`src/rtl/abcd_stim_pkg.sv`:
```
// -----------------------------------------------------------------------------
// abcd_stim_pkg
// Shared definitions for the A/B/C/D stimulus generator:
//   - state_e       : run-control FSM states
//   - MODE_*        : sequence selection encoding
//   - *_LEN         : number of vectors per sequence
//   - last_step()   : index of the final vector for a given mode
// -----------------------------------------------------------------------------
package abcd_stim_pkg;

    typedef enum logic [1:0] {
        IDLE = 2'd0,
        RUN  = 2'd1,
        DONE = 2'd2
    } state_e;

    localparam logic MODE_JOHNSON = 1'b0;
    localparam logic MODE_BINARY  = 1'b1;

    localparam int JOHNSON_LEN = 8;
    localparam int BIN_LEN     = 16;

    // Index of the final vector of a run; the step counter stops here so it
    // never wraps inside a run.
    function automatic logic [3:0] last_step(input logic mode);
        logic [3:0] idx;
        case (mode)
            MODE_BINARY:  idx = 4'(BIN_LEN - 1);
            MODE_JOHNSON: idx = 4'(JOHNSON_LEN - 1);
            default:      idx = 4'(JOHNSON_LEN - 1);
        endcase
        return idx;
    endfunction

endpackage

```
`src/rtl/johnson_counter_4.sv`:
```
// -----------------------------------------------------------------------------
// johnson_counter_4
// 4-bit twisted-ring (Johnson) register. Bit 3 maps to A, bit 0 to D.
// On each enabled cycle A takes ~D and B, C, D shift down one place.
// Ports:
//   clk   in   clock, rising edge
//   rst   in   synchronous active-high reset (clears the ring)
//   clr_i in   synchronous clear (restart the walk at 0000)
//   en_i  in   advance the ring by one position
//   q_o   out  current ring value {A,B,C,D}
//   nxt_o out  value the ring will take on the next enabled cycle
// -----------------------------------------------------------------------------
module johnson_counter_4 (
    input  logic       clk,
    input  logic       rst,
    input  logic       clr_i,
    input  logic       en_i,
    output logic [3:0] q_o,
    output logic [3:0] nxt_o
);

    logic [3:0] ring_q;
    logic [3:0] ring_d;

    assign nxt_o = {~ring_q[0], ring_q[3:1]};
    assign q_o   = ring_q;

    // Next ring value: clear has priority over advance.
    always_comb begin
        ring_d = ring_q;
        if (clr_i) begin
            ring_d = 4'b0000;
        end else if (en_i) begin
            ring_d = nxt_o;
        end else begin
            ring_d = ring_q;
        end
    end

    // Ring register with synchronous reset.
    always_ff @(posedge clk) begin
        if (rst) begin
            ring_q <= 4'b0000;
        end else begin
            ring_q <= ring_d;
        end
    end

endmodule

```
`src/rtl/abcd_stim_gen.sv`:
```
// -----------------------------------------------------------------------------
// abcd_stim_gen
// Sequential stimulus generator for the A/B/C/D inputs of the and-or-invert
// gate stage. A start pulse in IDLE launches a run through either an 8-vector
// Johnson walk or a 16-vector binary count, each vector held hold+1 cycles.
// Ports:
//   clk         in   clock, rising edge
//   rst         in   synchronous active-high reset
//   start_i     in   run request, honoured only in IDLE
//   mode_i      in   0 = Johnson walk, 1 = binary count (latched at start)
//   hold_i      in   cycles per vector minus one (latched at start)
//   a_o..d_o    out  registered stimulus bits
//   vec_valid_o out  pulse in the first cycle of each new vector
//   step_o      out  0-based index of the current vector
//   busy_o      out  high while running
//   done_o      out  pulse in the cycle after the last vector
// -----------------------------------------------------------------------------
module abcd_stim_gen
    import abcd_stim_pkg::*;
#(
    parameter int HOLD_W = 8
) (
    input  logic              clk,
    input  logic              rst,
    input  logic              start_i,
    input  logic              mode_i,
    input  logic [HOLD_W-1:0] hold_i,
    output logic              a_o,
    output logic              b_o,
    output logic              c_o,
    output logic              d_o,
    output logic              vec_valid_o,
    output logic [3:0]        step_o,
    output logic              busy_o,
    output logic              done_o
);

    state_e            state_q, state_d;
    logic              mode_q, mode_d;
    logic [HOLD_W-1:0] hold_q, hold_d;
    logic [HOLD_W-1:0] cnt_q, cnt_d;
    logic [3:0]        step_q, step_d;
    logic [3:0]        abcd_q, abcd_d;
    logic              vv_q, vv_d;
    logic              busy_q, busy_d;
    logic              done_q, done_d;

    logic              jc_clr_s;
    logic              jc_en_s;
    logic [3:0]        jc_q_s;
    logic [3:0]        jc_nxt_s;

    johnson_counter_4 u_johnson (
        .clk   (clk),
        .rst   (rst),
        .clr_i (jc_clr_s),
        .en_i  (jc_en_s),
        .q_o   (jc_q_s),
        .nxt_o (jc_nxt_s)
    );

    // Next-state and next-output logic. Outputs are computed one cycle ahead
    // so every port comes straight from a flop.
    always_comb begin
        state_d  = state_q;
        mode_d   = mode_q;
        hold_d   = hold_q;
        cnt_d    = cnt_q;
        step_d   = step_q;
        abcd_d   = abcd_q;
        vv_d     = 1'b0;
        busy_d   = busy_q;
        done_d   = 1'b0;
        jc_clr_s = 1'b0;
        jc_en_s  = 1'b0;
        case (state_q)
            IDLE: begin
                if (start_i) begin
                    state_d  = RUN;
                    mode_d   = mode_i;
                    hold_d   = hold_i;
                    cnt_d    = '0;
                    step_d   = 4'd0;
                    abcd_d   = 4'b0000;
                    vv_d     = 1'b1;
                    busy_d   = 1'b1;
                    jc_clr_s = 1'b1;
                end else begin
                    busy_d = 1'b0;
                end
            end
            RUN: begin
                if (cnt_q == hold_q) begin
                    cnt_d = '0;
                    if (step_q == last_step(mode_q)) begin
                        // Final hold expired: drop the stimulus and report.
                        state_d  = DONE;
                        step_d   = 4'd0;
                        abcd_d   = 4'b0000;
                        busy_d   = 1'b0;
                        done_d   = 1'b1;
                        jc_clr_s = 1'b1;
                    end else begin
                        step_d = step_q + 4'd1;
                        vv_d   = 1'b1;
                        if (mode_q == MODE_BINARY) begin
                            abcd_d = step_q + 4'd1;
                        end else begin
                            // The ring only moves on a vector change, so its
                            // next value is exactly the next Johnson vector.
                            abcd_d  = jc_nxt_s;
                            jc_en_s = 1'b1;
                        end
                    end
                end else begin
                    cnt_d = cnt_q + HOLD_W'(1);
                end
            end
            DONE: begin
                state_d = IDLE;
            end
            default: begin
                state_d  = IDLE;
                cnt_d    = '0;
                step_d   = 4'd0;
                abcd_d   = 4'b0000;
                busy_d   = 1'b0;
                jc_clr_s = 1'b1;
            end
        endcase
    end

    // State and output registers; reset overrides any start request.
    always_ff @(posedge clk) begin
        if (rst) begin
            state_q <= IDLE;
            mode_q  <= MODE_JOHNSON;
            hold_q  <= '0;
            cnt_q   <= '0;
            step_q  <= 4'd0;
            abcd_q  <= 4'b0000;
            vv_q    <= 1'b0;
            busy_q  <= 1'b0;
            done_q  <= 1'b0;
        end else begin
            state_q <= state_d;
            mode_q  <= mode_d;
            hold_q  <= hold_d;
            cnt_q   <= cnt_d;
            step_q  <= step_d;
            abcd_q  <= abcd_d;
            vv_q    <= vv_d;
            busy_q  <= busy_d;
            done_q  <= done_d;
        end
    end

    assign a_o         = abcd_q[3];
    assign b_o         = abcd_q[2];
    assign c_o         = abcd_q[1];
    assign d_o         = abcd_q[0];
    assign vec_valid_o = vv_q;
    assign step_o      = step_q;
    assign busy_o      = busy_q;
    assign done_o      = done_q;

endmodule
```
`config.mk`:
```
export PLATFORM = sky130hd
export DESIGN_NAME = abcd_stim_gen
export DESIGN_NICKNAME = d
export VERILOG_FILES = /design/src/rtl/abcd_stim_pkg.sv /design/src/rtl/johnson_counter_4.sv /design/src/rtl/abcd_stim_gen.sv
export SDC_FILE = /design/constraint.sdc
export NUM_CORES = 1
export LEC_CHECK = 0
export ABC_AREA = 1
export CAP_MARGIN = 15
export CORE_MARGIN = 2
export CORE_UTILIZATION = 30
export DETAILED_ROUTE_END_ITERATION = 6
export DONT_BUFFER_PORTS = 1
export HOLD_SLACK_MARGIN = 0.05
export MAX_ROUTING_LAYER = met4
export SYNTH_ARGS = -nofsm -noshare
export SYNTH_HDL_FRONTEND = slang
export SYNTH_HIERARCHICAL = 1
export SYNTH_SLANG_ARGS = --single-unit
```
`constraint.sdc`:
```
create_clock -name clk -period 4.3 [get_ports clk]
set_clock_uncertainty 0.2 [all_clocks]
set_input_delay 1.075 -clock clk [delete_from_list [all_inputs] [get_ports clk]]
set_output_delay 1.075 -clock clk [all_outputs]
set_load 0.05 [all_outputs]
```
==> results of run 1 <==
-- layout by cell type, fill, tap and decap left out, types with 4 or more instances in the layout --
cell type,n
a21oi_1,13
clkbuf_8,6
dfxtp_1,34
inv_1,24
nand2_1,49
nand2_2,4
nand3_1,10
nor2_1,48
nor2_2,4
o21ai_0,13
xnor2_1,9
-- registers in the layout, indices dropped and copies added (netlist names) --
signal and count:
done_o 1, u_johnson/q_o 4, hold_q 8, vec_valid_o 1
cnt_q 8, mode_q 1, step_o 4, abcd_q 4
busy_o 1, state_q 2
-- layout make-up --
type | count | area [µm²] | area share
Clock buffer | 7 | 86.3 | 0.0479
Clock inverter | 1 | 5.00 | 0.00277
Inverter | 26 | 97.6 | 0.0541
Multi-Input combinational cell | 169 | 845 | 0.468
Sequential cell | 34 | 681 | 0.377
Tap cell | 72 | 90.1 | 0.0499
-- final timing paths --
| kind | to | startpoint | cells past startpoint |
|---|---|---|---|
| setup reg to reg | u_johnson/q_o[1] | step_o[0] | 11 |
| setup / recovery | u_johnson/q_o[1] | step_o[0] | 11 |
| hold reg to reg | hold_q[1] | hold_q[1] | 2 |
| hold / removal | hold_q[1] | hold_q[1] | 2 |
-- stage by stage --
step	hold WS (ns)	setup WS (ns)	instance area [µm²]
2_1_floorplan	0.245	2.13	1670
3_3_place_gp	0.254	1.81	1710
3_5_place_dp	0.275	1.80	1710
4_1_cts	0.288	1.87	1800
5_1_grt	0.300	1.68	1800
6_report	0.277	1.86	1800
-- worst register-to-register path: cells and delay by family, from the launching register on --
family	cells	cell delay, ns
simple gates	7	0.96
flops	1	0.53
fa+ha+maj	1	0.34
compound gates	2	0.16
buf+inv	1	0.13
-- power breakdown --
group	internal, mW	switching, mW
Sequential	0.340	0.0670
Combinational	0.0490	0.0938
Clock	0.129	0.115
Total	0.519	0.275
-- routing by layer --
metal / part of all wire / track usage / vias up
li1: - / - / 729
met3: 0.054 / 0.0437 / 8
met4: 0.022 / 0.0632 / 0
met2: 0.44 / 0.197 / 23
met5: 0 / - / -
met1: 0.48 / 0.158 / 619
==> impl_metrics.ini, run 1 <==
[global_routing]
antenna_found_initial = 0
overflow = 0
grt_use_total = 0.131
first_global_vias = 1277
grt_max_degree = 20
grt_pass1_wl_mm = 6.06

[drt]
drt_pass1_iterations = 4
drc = 0
wire_per_inst_um = 11.5
postRouteAntennaNets = 0
drtIter0Drc = 57
drt-total-wl_mm = 3.54
route.vias.total = 1379
drt-vias-per-instance = 4.46

[clock_tree]
clkSinkCount = 34
htree_levels = 2
cts_root_buf = clkbuf_8
clk_latency_ns = 0.29
cts_made_buffers = 5
cts-hold-fix-buffers = 0
clkTransAtPathRegs_ns = 0.07
cts_tree = built
postCtsSetupBuffers = 0
clockBufferDepth = 2
cts_resized = 0

[cells_and_area]
area_growth_pct = 8.10
n_fill_cell = 600
drive_gt1_frac = 0.101
n_antenna_cell = 0
final_nets = 250
stdcell_count = 309
postLayoutCoreUtil = 0.332

[setup_path]
cp_common_cell = nand2_1
cpPeakStageDelay_ns = 0.53
critPathArrivalTime_ns = 2.42
crit_required_ns = 4.29
critPathCaptureType = register
crit_fanout = 9
path_class = reg -> reg
start_kind = register
path_delay_family = simple AND/OR/NAND/NOR gates
ff2ff_setup_slack_ns = 1.86
crit_slowest_cell = dfxtp_1
path_buf_inv = 1
crit_chain = ha_1, nand2_1, a21oi_1, o21ai_2, nand2_2, inv_1, nand3_1, nor2_1, nand2_1, nand2_1, nor2_2

[run_status]
status = finished, final reports clean

[timing]
drv_slew = 0
finalHoldViolations = 0
finalCriticalPeriod_ns = 2.44
rsz0062_at_grt = false
fin_setup_tns_ns = 0
worst_pin_slew_ns = 0.656
setup_viol = 0
period_share = 0.567
fmax_mhz = 410
max_slew_margin = 0.562

[die]
core_mm2 = 0.00544
ioPinCount = 23
initial_core_util = 0.307
dieHeight_um = 78.6
dieArea_mm2 = 0.00618
die_w_um = 78.6
fp-row-count = 27

[synthesis]
syn_area_mm2 = 0.00167
synth.yosys.warnings = 6
syn_avg_cell_area_um2 = 7.10
netlist_instances = 235
syn-num-nets = 249

[power]
ir_drop_uv = 170
leakagePower_nw = 0.742
p_per_area_mw_per_mm2 = 440
power_mw = 0.794

[min_path]
hold_class = reg -> reg

[run]
max_cap_violations = 0

[placed_design]
dp_hpwl_mm = 2.58
portBuffers = 0
dp_cells = 301
routabilityCongestion = 0.812
Note: power is estimated with default switching activity, not from simulation.
==> run 2, diff against run 1 <==
==> constraint.sdc (replaced) <==
create_clock -name clk -period 2.4 [get_ports clk]
set_clock_uncertainty 0.2 [all_clocks]
set_input_delay 0.6 -clock clk [delete_from_list [all_inputs] [get_ports clk]]
set_output_delay 0.6 -clock clk [all_outputs]
set_load 0.05 [all_outputs]
==> run 2 against run 1 <==
Combinational power rose by 120%. Maximum frequency up 15%. Die area did not move. Critical path depth decreased by 2. Hold slack worse by 0.12 ns. First-iteration DRC count grew 8.8%. Design area up 2.7%. Register-to-register slack worse by 1.6 ns. Highest routed layer unchanged.
==> impl_metrics.ini, run 2 (synthesis results as in run 1) <==
[setup_path]
ff2ff_setup_slack_ns = 0.28
r2r-end = u_johnson/q_o[2]
cp_common_cell = nand2_1
cp-endpoint = u_johnson/q_o[2]
path_class = reg -> reg
cpPeakStageDelay_ns = 0.55
critPathArrivalTime_ns = 2.12
critPathCaptureType = register
crit_chain = a21oi_1, o21ai_2, nand2_2, inv_1, nand3_1, nor2_1, nand2_1, nand2_1, nor2_2
crit_fanout = 12
crit_slowest_cell = dfxtp_1
cp-startpoint = mode_q
reg2reg_from = mode_q
start_kind = register
worstRegToRegCells = 9
crit_required_ns = 2.40

[power]
power.internal_mw = 0.944
p_per_area_mw_per_mm2 = 787
pwr-share-clk = 0.313
comb_power_share = 0.216
p_seq_frac = 0.471
switching_power_mw = 0.514
ir_drop_uv = 325
p_sw_frac = 0.353
leakagePower_nw = 0.771

[drt]
drtIter0Drc = 62
postRouteAntennaNets = 0
drc = 0
drt-total-wl_mm = 3.46
drt-vias-per-instance = 4.37
route.vias.total = 1376
drt_pass1_iterations = 4
wire_per_inst_um = 11.0

[timing]
max_slew_margin = 0.655
hold_ws_ns = 0.160
drv_slew = 0
worst_pin_slew_ns = 0.517
period_share = 0.884
fmax_mhz = 471
worst_slack_ns = 0.279
fin_setup_tns_ns = 0
finalHoldViolations = 0
setup_viol = 0
finalCriticalPeriod_ns = 2.12
rsz0062_at_grt = false

[clock_tree]
postCtsSetupBuffers = 0
cts-hold-fix-buffers = 0
clkSinkCount = 34
cts_tree = built
clockBufferDepth = 2
clkTransAtPathRegs_ns = 0.07
clk_latency_ns = 0.30
cts_made_buffers = 5
htree_levels = 2
cts_resized = 0
cts_root_buf = clkbuf_8

[global_routing]
grt_pass1_wl_mm = 6.07
grt_max_degree = 20
grt_use_total = 0.132
overflow = 0
antenna_found_initial = 0
first_global_vias = 1322

[cells_and_area]
largestRegisters = cnt_q x8, hold_q x8
postLayoutCoreUtil = 0.341
final_cell_mix = nand2_1 (49), nor2_1 (48), dfxtp_1 (34)
final_nets = 256
n_antenna_cell = 0
layout_commonest_cell = nand2_1
drive_gt1_frac = 0.128
area_growth_pct = 11.0

[placed_design]
portBuffers = 0
pre_cts_slack_ns = 0.296
routabilityCongestion = 0.815
dp_hpwl_mm = 2.55

[run_status]
status = finished, final reports clean

[die]
die_w_um = 78.6
fp-row-count = 27
core_mm2 = 0.00544
dieArea_mm2 = 0.00618
dieHeight_um = 78.6
ioPinCount = 23
initial_core_util = 0.307

[min_path]
hold_class = in -> reg

[run]
max_cap_violations = 0
==> run 2: power groups by stage <==
stage	clock [mW]	sequential (mW)	combinational [mW]
floorplan	0	0.729	0.227
global placement	0	0.700	0.315
detailed placement	0	0.700	0.317
CTS	0.470	0.687	0.319
global route	0.496	0.693	0.363
finish	0.456	0.687	0.315
==> run 2: layout make-up <==
type,count,area [µm²]
clock buffers,6,82.6
repair buffers,6,45.0
fillers,574,3590
multi-input cells,169,845
inverters,26,97.6
flip-flops and latches,34,681
well taps,72,90.1
clock inverters,2,12.5
==> run 2: critical path, delay by kind of cell, from the launching register on <==
kind / cells / cell delay (ns)
and+or+nand+nor: 6 / 0.88
DFF: 1 / 0.55
AOI/OAI and AO/OA: 2 / 0.26
buffers and inverters: 1 / 0.13
==> run 2: layer usage <==
| metal | global-route usage | part of all wire | vias up |
|---|---|---|---|
| li1 | - | - | 741 |
| met1 | 0.162 | 0.49 | 605 |
| met2 | 0.195 | 0.43 | 22 |
| met3 | 0.0391 | 0.053 | 8 |
| met4 | 0.0737 | 0.028 | 0 |
| met5 | - | 0 | - |
==> run 2: worst min-delay path by stage <==
stage	start	to	slack, ns	depth (start not counted)
after floorplan	hold_q[0]	hold_q[0]	0.25	2
after global placement	hold_q[0]	hold_q[0]	0.26	2
after detailed placement	hold_q[1]	hold_q[1]	0.26	2
after CTS	rst	step_o[2]	0.15	1
after global routing	rst	state_q[0]	0.15	1
final	rst	state_q[0]	0.16	1
==> run 2: through the flow <==
| step | cells | instance area (µm²) | power [mW] |
|---|---|---|---|
| finish | 315 | 1850 | 1.46 |
| CTS | 315 | 1850 | 1.48 |
| global placement | 307 | 1760 | 1.02 |
| global route | 315 | 1850 | 1.55 |
| floorplan | 235 | 1670 | 0.956 |
| detailed placement | 307 | 1760 | 1.02 |
==> run 3, diff against run 2 <==
--- a/config.mk
+++ b/config.mk
@@ -8,12 +8,12 @@
 export ABC_AREA = 1
 export CAP_MARGIN = 15
 export CORE_MARGIN = 2
-export CORE_UTILIZATION = 30
+export CORE_UTILIZATION = 60
 export DETAILED_ROUTE_END_ITERATION = 6
 export DONT_BUFFER_PORTS = 1
 export HOLD_SLACK_MARGIN = 0.05
 export MAX_ROUTING_LAYER = met4
+export PLACE_DENSITY = 0.76
 export SYNTH_ARGS = -nofsm -noshare
 export SYNTH_HDL_FRONTEND = slang
-export SYNTH_HIERARCHICAL = 1
 export SYNTH_SLANG_ARGS = --single-unit
==> run 3 against run 2 <==
Die area decreased by 45%. Sequential share of layout area down 0.75 points. Non-clock buffer count decreased by 1. Global-route usage rose by 9.9 points. Total power shrank 13%. Core utilization grew 34 points. Setup slack better by 0.33 ns. Synthesized cell count up 14%. First-iteration DRC count unchanged. Routed wire length up 3.3%. Clock power decreased by 27%.
==> impl_metrics.ini, run 3 <==
[timing]
worst_pin_slew_ns = 0.554
period_share = 0.745
drv_slew = 0
fmax_mhz = 559
fin_setup_tns_ns = 0
max_slew_margin = 0.631
rsz0062_at_grt = false
finalCriticalPeriod_ns = 1.79
setup_viol = 0
finalHoldViolations = 0
hold_ws_ns = 0.124

[power]
leakagePower_nw = 0.853
power_mw = 1.27
power.internal_mw = 0.828
pwr-share-clk = 0.262
p_per_area_mw_per_mm2 = 673
switching_power_mw = 0.445
p_sw_frac = 0.349
comb_power_share = 0.209
p_seq_frac = 0.529
ir_drop_uv = 650

[clock_tree]
postCtsSetupBuffers = 0
clk_latency_ns = 0.33
clockBufferDepth = 2
clkTransAtPathRegs_ns = 0.11
htree_levels = 2
cts_resized = 0
cts_root_buf = clkbuf_4
cts_tree = built
clkSinkCount = 34
cts_made_buffers = 5
cts-hold-fix-buffers = 0

[placed_design]
routabilityCongestion = 0.840
portBuffers = 0
dp_hpwl_mm = 2.70
place_area_mm2 = 0.00183

[min_path]
hold_class = in -> reg
holdPathStages = 1
hp-start = rst
hold_path_end = state_q[0]

[setup_path]
reg2reg_from = cnt_q[6]
start_kind = register
path_class = reg -> out
ff2ff_setup_slack_ns = 0.67
critPathCaptureType = output pin
r2r-end = cnt_q[6]
worstRegToRegCells = 11
crit_required_ns = 1.60
critPathArrivalTime_ns = 0.99
crit_fanout = 2

[global_routing]
overflow = 0
grt_max_degree = 22
first_global_vias = 1364
grt_pass1_wl_mm = 5.90
antenna_found_initial = 0
grt_use_total = 0.232

[die]
fp-row-count = 19
ioPinCount = 23
dieHeight_um = 58.3
core_mm2 = 0.00278
initial_core_util = 0.636
dieArea_mm2 = 0.00340
die_w_um = 58.3

[synthesis]
yosys.area.top_type = dfxtp_1
seq_area_frac_synth = 0.385
synthMostInstantiatedCell = nand2_1
synth.yosys.warnings = 0
synthTopCellsByArea = dfxtp_1 (38%), nand2_1 (17%), nor2_1 (7.9%)
ys_types = 27
netlist_instances = 268
syn-num-nets = 282
synthDominantCellAreaShare = 0.385
async_flop_share = 0
synthTopCellsByCount = nand2_1 (80), nor2_1 (37), dfxtp_1 (34)
synth-seq-cells = 34
ys.flop_type = dfxtp_1
syn_avg_cell_area_um2 = 6.60
synth_edf_count = 0
syn_area_mm2 = 0.00177

[run]
max_cap_violations = 0

[drt]
drtIter0Drc = 62
drc = 0
drt-vias-per-instance = 5.13
drt_pass1_iterations = 5
route.vias.total = 1580
wire_per_inst_um = 11.6
postRouteAntennaNets = 0
drt-total-wl_mm = 3.57

[cells_and_area]
final_nets = 290
area_growth_pct = 6.93
layout_commonest_cell = nand2_1
largestRegisters = cnt_q x8, hold_q x8
final_cell_mix = nand2_1 (80), nor2_1 (37), dfxtp_1 (34)
final_area_mm2 = 0.00189
n_antenna_cell = 0
drive_gt1_frac = 0.116

[run_status]
status = finished, final reports clean
[run 3: cell count changes in the layout (fill, tap and decap cells not counted), sizes merged, moves of 3 or more]
| cell | change |
|---|---|
| xnor2 | -6 |
| nor3 | +5 |
| nand4 | +4 |
| nand3 | +3 |
| inv | +13 |
| nor2 | -15 |
| nand2 | +30 |
[run 3: per-layer routing]
metal	GRT usage	vias to the layer above	part of all wire
met5	-	-	0
met2	0.350	27	0.45
met4	0.0698	0	0.011
met1	0.313	696	0.50
li1	-	852	-
met3	0.0484	5	0.044
[run 3: kinds of logic after synthesis]
logic type / share of synthesized area
simple gates: 0.384
buf+inv: 0.0926
flops: 0.385
compound gates: 0.0898
xor+xnor: 0.0347
fa+ha+maj: 0.0141
[run 3: area by class of cell]
cell class	count	area, µm²
Multi-Input combinational cell	191	925
Fill cell	249	890
Inverter	39	146
Sequential cell	34	681
Clock buffer	6	51.3
Timing Repair Buffer	5	37.5
Tap cell	31	38.8
Clock inverter	2	12.5
[run 3: power by group through the flow]
| stage | clock [mW] | sequential [mW] | combinational [mW] |
|---|---|---|---|
| after global placement | 0 | 0.685 | 0.260 |
| after global routing | 0.366 | 0.677 | 0.299 |
| after CTS | 0.342 | 0.673 | 0.265 |
| final | 0.334 | 0.673 | 0.266 |
| after detailed placement | 0 | 0.686 | 0.264 |
| after floorplan | 0 | 0.693 | 0.204 |
[run 3: how the worst max path moves through the flow]
| stage | slack (ns) | end | from | cells after the start |
|---|---|---|---|---|
| 6_report | 0.61 | a_o | abcd_q[3] | 0 |
| 5_1_grt | 0.54 | abcd_q[3] | cnt_q[6] | 10 |
| 4_1_cts | 0.60 | busy_o | busy_o | 0 |
| 3_5_place_dp | 0.49 | hold_q[4] | start_i | 5 |
| 3_3_place_gp | 0.56 | hold_q[1] | start_i | 5 |
| 2_1_floorplan | 0.55 | u_johnson.q_o[0] | step_o[0] | 7 |
[run 3: metrics by stage]
step            util  worst slack [ns]  instances
3_3_place_gp   0.657             0.560        300
4_1_cts        0.680             0.602        308
3_5_place_dp   0.657             0.491        300
5_1_grt        0.680             0.538        308
2_1_floorplan      -             0.552        268
6_report       0.680             0.611        308
==> RTL edit 1: new RTL, settings of run 1 <==
Reset style: asynchronous (`rst`), changed in 2 clocked blocks. Comments in the files are not updated.
--- a/src/rtl/johnson_counter_4.sv
+++ b/src/rtl/johnson_counter_4.sv
@@ -38,7 +38,7 @@
     end
 
     // Ring register with synchronous reset.
-    always_ff @(posedge clk) begin
+    always_ff @(posedge clk or posedge rst) begin
         if (rst) begin
             ring_q <= 4'b0000;
         end else begin
--- a/src/rtl/abcd_stim_gen.sv
+++ b/src/rtl/abcd_stim_gen.sv
@@ -131,7 +131,7 @@
     end
 
     // State and output registers; reset overrides any start request.
-    always_ff @(posedge clk) begin
+    always_ff @(posedge clk or posedge rst) begin
         if (rst) begin
             state_q <= IDLE;
             mode_q  <= MODE_JOHNSON;
Behaviour: differs if rst is asserted again (counterexample within 4 cycles, from zero or initial values and one cycle with rst high); with rst held inactive, the same outputs for 10 cycles.
==> RTL edit 1 against run 1 <==
Non-clock buffer count is 1 higher; routed wire length increased by 1.8%; critical path depth did not move; design area rose by 8.0%; worst setup slack got worse by 0.013 ns; count of clock-buffer cells in the layout is the same; sequential cell count stayed put; hold slack better by 0.039 ns; final cell count decreased by 3.9%; die area increased by 7.1%; area after synthesis is 7.5% higher; synthesized cell count shrank 7.7%.
Power is not compared: it rests on default switching activity, and its combinational part moved more than twofold at a synthesized area within 25%.
==> RTL edit 1: results (changes against run 1) <==
[critical_path]
critPathArrivalTime_ns = 2.43
r2r_cells = 11  ; unchanged
timing.rr.end = u_johnson/q_o[2]
cp_max_fo = 7  ; -2
r2r_start = step_o[0]

[route]
drt_iter0_drc = 68  ; +19%
routedWlPerCell_um = 12.1  ; +5.9%
vias_per_cell = 4.51  ; +1.1%
wl_met2_um = 1560  ; -0.19%
wl_met3_um = 233  ; +21%
highest_layer = met4
drt-met1-wl_um = 1720  ; +0.58%

[grt]
use_met3 = 0.0489  ; +0.00521
track_usage = 0.128  ; -0.00305
grt_pass1_vias = 1284  ; +0.55%
grt_pass1_wl_um = 6060  ; unchanged
met1_usage = 0.162  ; +0.00394
antenna_found_initial = 0  ; unchanged
grt_max_degree = 22  ; +10%
use_met2 = 0.175  ; -0.0228

[sta]
relSlewSlack = 0.455  ; -0.108

[layout]
drive_gt1_frac = 0.162  ; +0.0609
num-fill-cells = 612  ; +2.0%
reg.largest.list = cnt_q: 8 flops, hold_q: 8 flops
nNetsFinal = 235  ; -6.0%

[clock_tree]
cts-resized-gates = 0  ; unchanged
cts_buffer_depth = 2  ; unchanged

[placement]
gp_congestion = 0.745  ; -8.2%
dp_hpwl_um = 2630  ; +1.8%
post_dp_cell_area_mm2 = 0.00186  ; +8.5%

[min_path]
hp-start = u_johnson/q_o[1]
min_to = u_johnson/q_o[1]
hold_depth = 2  ; unchanged

[status]
status = complete, no violations

[yosys]
synthesis.nets = 231  ; -7.2%

RTL edit 1: worst max-delay path by stage:
stage	startpoint	end	slack, ns
6_report	step_o[0]	u_johnson/q_o[2]	1.85
5_1_grt	step_o[0]	u_johnson/q_o[3]	1.60
4_1_cts	step_o[0]	u_johnson/q_o[2]	1.84
3_5_place_dp	start_i	u_johnson/q_o[2]	1.82
3_3_place_gp	start_i	u_johnson/q_o[0]	1.87
2_1_floorplan	step_o[0]	u_johnson/q_o[3]	2.18
RTL edit 1: worst max-delay path, stage by stage (launching register included):
cell and delay (ns):
dfrtp_1 0.63, ha_1 0.36, nand2_1 0.07, a21oi_1 0.06, nand2_1 0.13, nand2_2 0.12, inv_2 0.10, nand3_1 0.09
nor2_1 0.34, nor2_2 0.09, nand2_1 0.09, nand2_1 0.05
RTL edit 1: through the flow:
stage / util / setup WS [ns] / std cells / hold slack [ns]
after floorplan: - / 2.18 / 217 / 0.264
after global placement: 0.318 / 1.87 / 289 / 0.299
after detailed placement: 0.318 / 1.82 / 289 / 0.308
after CTS: 0.333 / 1.84 / 297 / 0.322
after global routing: 0.333 / 1.60 / 297 / 0.340
final: 0.333 / 1.85 / 297 / 0.316
RTL edit 1: area by class of cell:
type                       instances  area (um2)  share of cell area
clock buffer                       7        86.3              0.0443
sequential                        34         851               0.436
inverter                          24        90.1              0.0462
tap                               75        93.8              0.0481
multi-input combinational        155         816               0.418
timing repair buffer               1        7.51             0.00385
clock inverter                     1        5.00             0.00257
RTL edit 1: where the power goes:
group / internal, mW / switching (mW) / total, mW
sequential: 0.320 / 0 / 0.320
clock: 0.129 / 0.117 / 0.247
combinational: 0.000950 / 0.00631 / 0.00726
total: 0.450 / 0.124 / 0.574
==> RTL edit 2: new RTL, flow settings as in run 1 <==
Made on the original files. Set the package constant `JOHNSON_LEN` to 4 (it was 8).
--- a/src/rtl/abcd_stim_pkg.sv
+++ b/src/rtl/abcd_stim_pkg.sv
@@ -17,7 +17,7 @@
     localparam logic MODE_JOHNSON = 1'b0;
     localparam logic MODE_BINARY  = 1'b1;
 
-    localparam int JOHNSON_LEN = 8;
+    localparam int JOHNSON_LEN = 4;
     localparam int BIN_LEN     = 16;
 
     // Index of the final vector of a run; the step counter stops here so it
Formal check against the unedited RTL: not equivalent (a bounded check fails within 10 cycles, from zero or initial values and one cycle with rst high).
==> RTL edit 2 against run 1 <==
Area after synthesis rose by 3.2%; largest power group unchanged; power rose by 11%; routed wire length rose by 3.9%; highest routed layer unchanged; global-route usage rose by 0.14 points; sequential power fell by 5.9%; worst setup slack improved by 0.018 ns; sequential cell count did not move; critical endpoint is now u_johnson/q_o[2]; clock power rose by 48%; design area rose by 5.7%; hold slack got worse by 0.0031 ns; critical path depth fell by 4.
==> RTL edit 2: results (changes against run 1) <==
[yosys]
synthesis.nets = 246  ; -1.2%
synth_cells = 232  ; -1.3%

[grt]
grt_max_degree = 19  ; -5.0%
track_usage = 0.133  ; +0.00143
grt_pass1_vias = 1303  ; +2.0%
grt_pass1_wl_um = 6290  ; +3.7%

[layout]
fin_cells = 307  ; -0.65%
num-fill-cells = 602  ; +0.33%
reg.largest.list = cnt_q: 8 flops, hold_q: 8 flops
drive_gt1_frac = 0.132  ; +0.0306
syn2layout_area_growth_pct = 10.7

[power_and_ir_drop]
peakVddDrop_v = 0.000149  ; -12%
leakage_nw = 0.733  ; -1.3%
internal_power_mw = 0.614  ; +18%

[placement]
post_dp_cell_area_mm2 = 0.00177  ; +3.3%
dp_hpwl_um = 2650  ; +2.7%
gp_congestion = 0.765  ; -5.8%
dp_cells = 299  ; -0.66%
pre_cts_slack_ns = 1.86  ; +0.0644 ns

[critical_path]
cp_max_fo = 8  ; -1
slowest_delay_ns = 0.74  ; +0.21 ns
worstSetupStartpoint = step_o[2]

[status]
status = complete, no violations

[sta]
finalCritPeriodShare = 0.562  ; -0.00409
tightest_slew_ns = 0.854  ; +0.198 ns

==> RTL edit 2: path summary, 6_finish.rpt <==
path	to	depth (start not counted)
max	u_johnson/q_o[2]	7
min	hold_q[0]	2
max reg2reg	u_johnson/q_o[2]	7
min reg2reg	hold_q[0]	2
==> RTL edit 2: area by class of cell <==
cell class	count	area [um2]	area share
clock buffer	5	68.8	0.0361
clock inverter	3	68.8	0.0361
inverter	24	90.1	0.0472
multi-input combinational	169	908	0.476
sequential	34	681	0.357
tap	72	90.1	0.0472
==> RTL edit 2: layer usage <==
metal,track usage,vias up,share of wire
met3,0.0441,7,0.062
met4,0.0661,0,0.022
met5,-,-,0
li1,-,734,-
met1,0.164,614,0.48
met2,0.195,24,0.44
==> RTL edit 2: power groups by stage <==
stage	logic [mW]	registers, mW	clock network [mW]
3_3_place_gp	0.132	0.392	0
3_5_place_dp	0.134	0.392	0
4_1_cts	0.135	0.385	0.367
5_1_grt	0.152	0.387	0.378
6_report	0.133	0.384	0.362
2_1_floorplan	0.118	0.386	0
==> RTL edit 2: worst min-delay path: stages, from the launching register on <==
cell and delay, ns:
dfxtp_1 0.31, inv_1 0.06, a21oi_1 0.05
==> RTL edit 2: per-stage QoR <==
| stage | power, mW | hold WS, ns |
|---|---|---|
| 6_report | 0.879 | 0.274 |
| 5_1_grt | 0.918 | 0.309 |
| 4_1_cts | 0.886 | 0.275 |
| 3_5_place_dp | 0.525 | 0.262 |
| 3_3_place_gp | 0.524 | 0.258 |
| 2_1_floorplan | 0.504 | 0.244 |
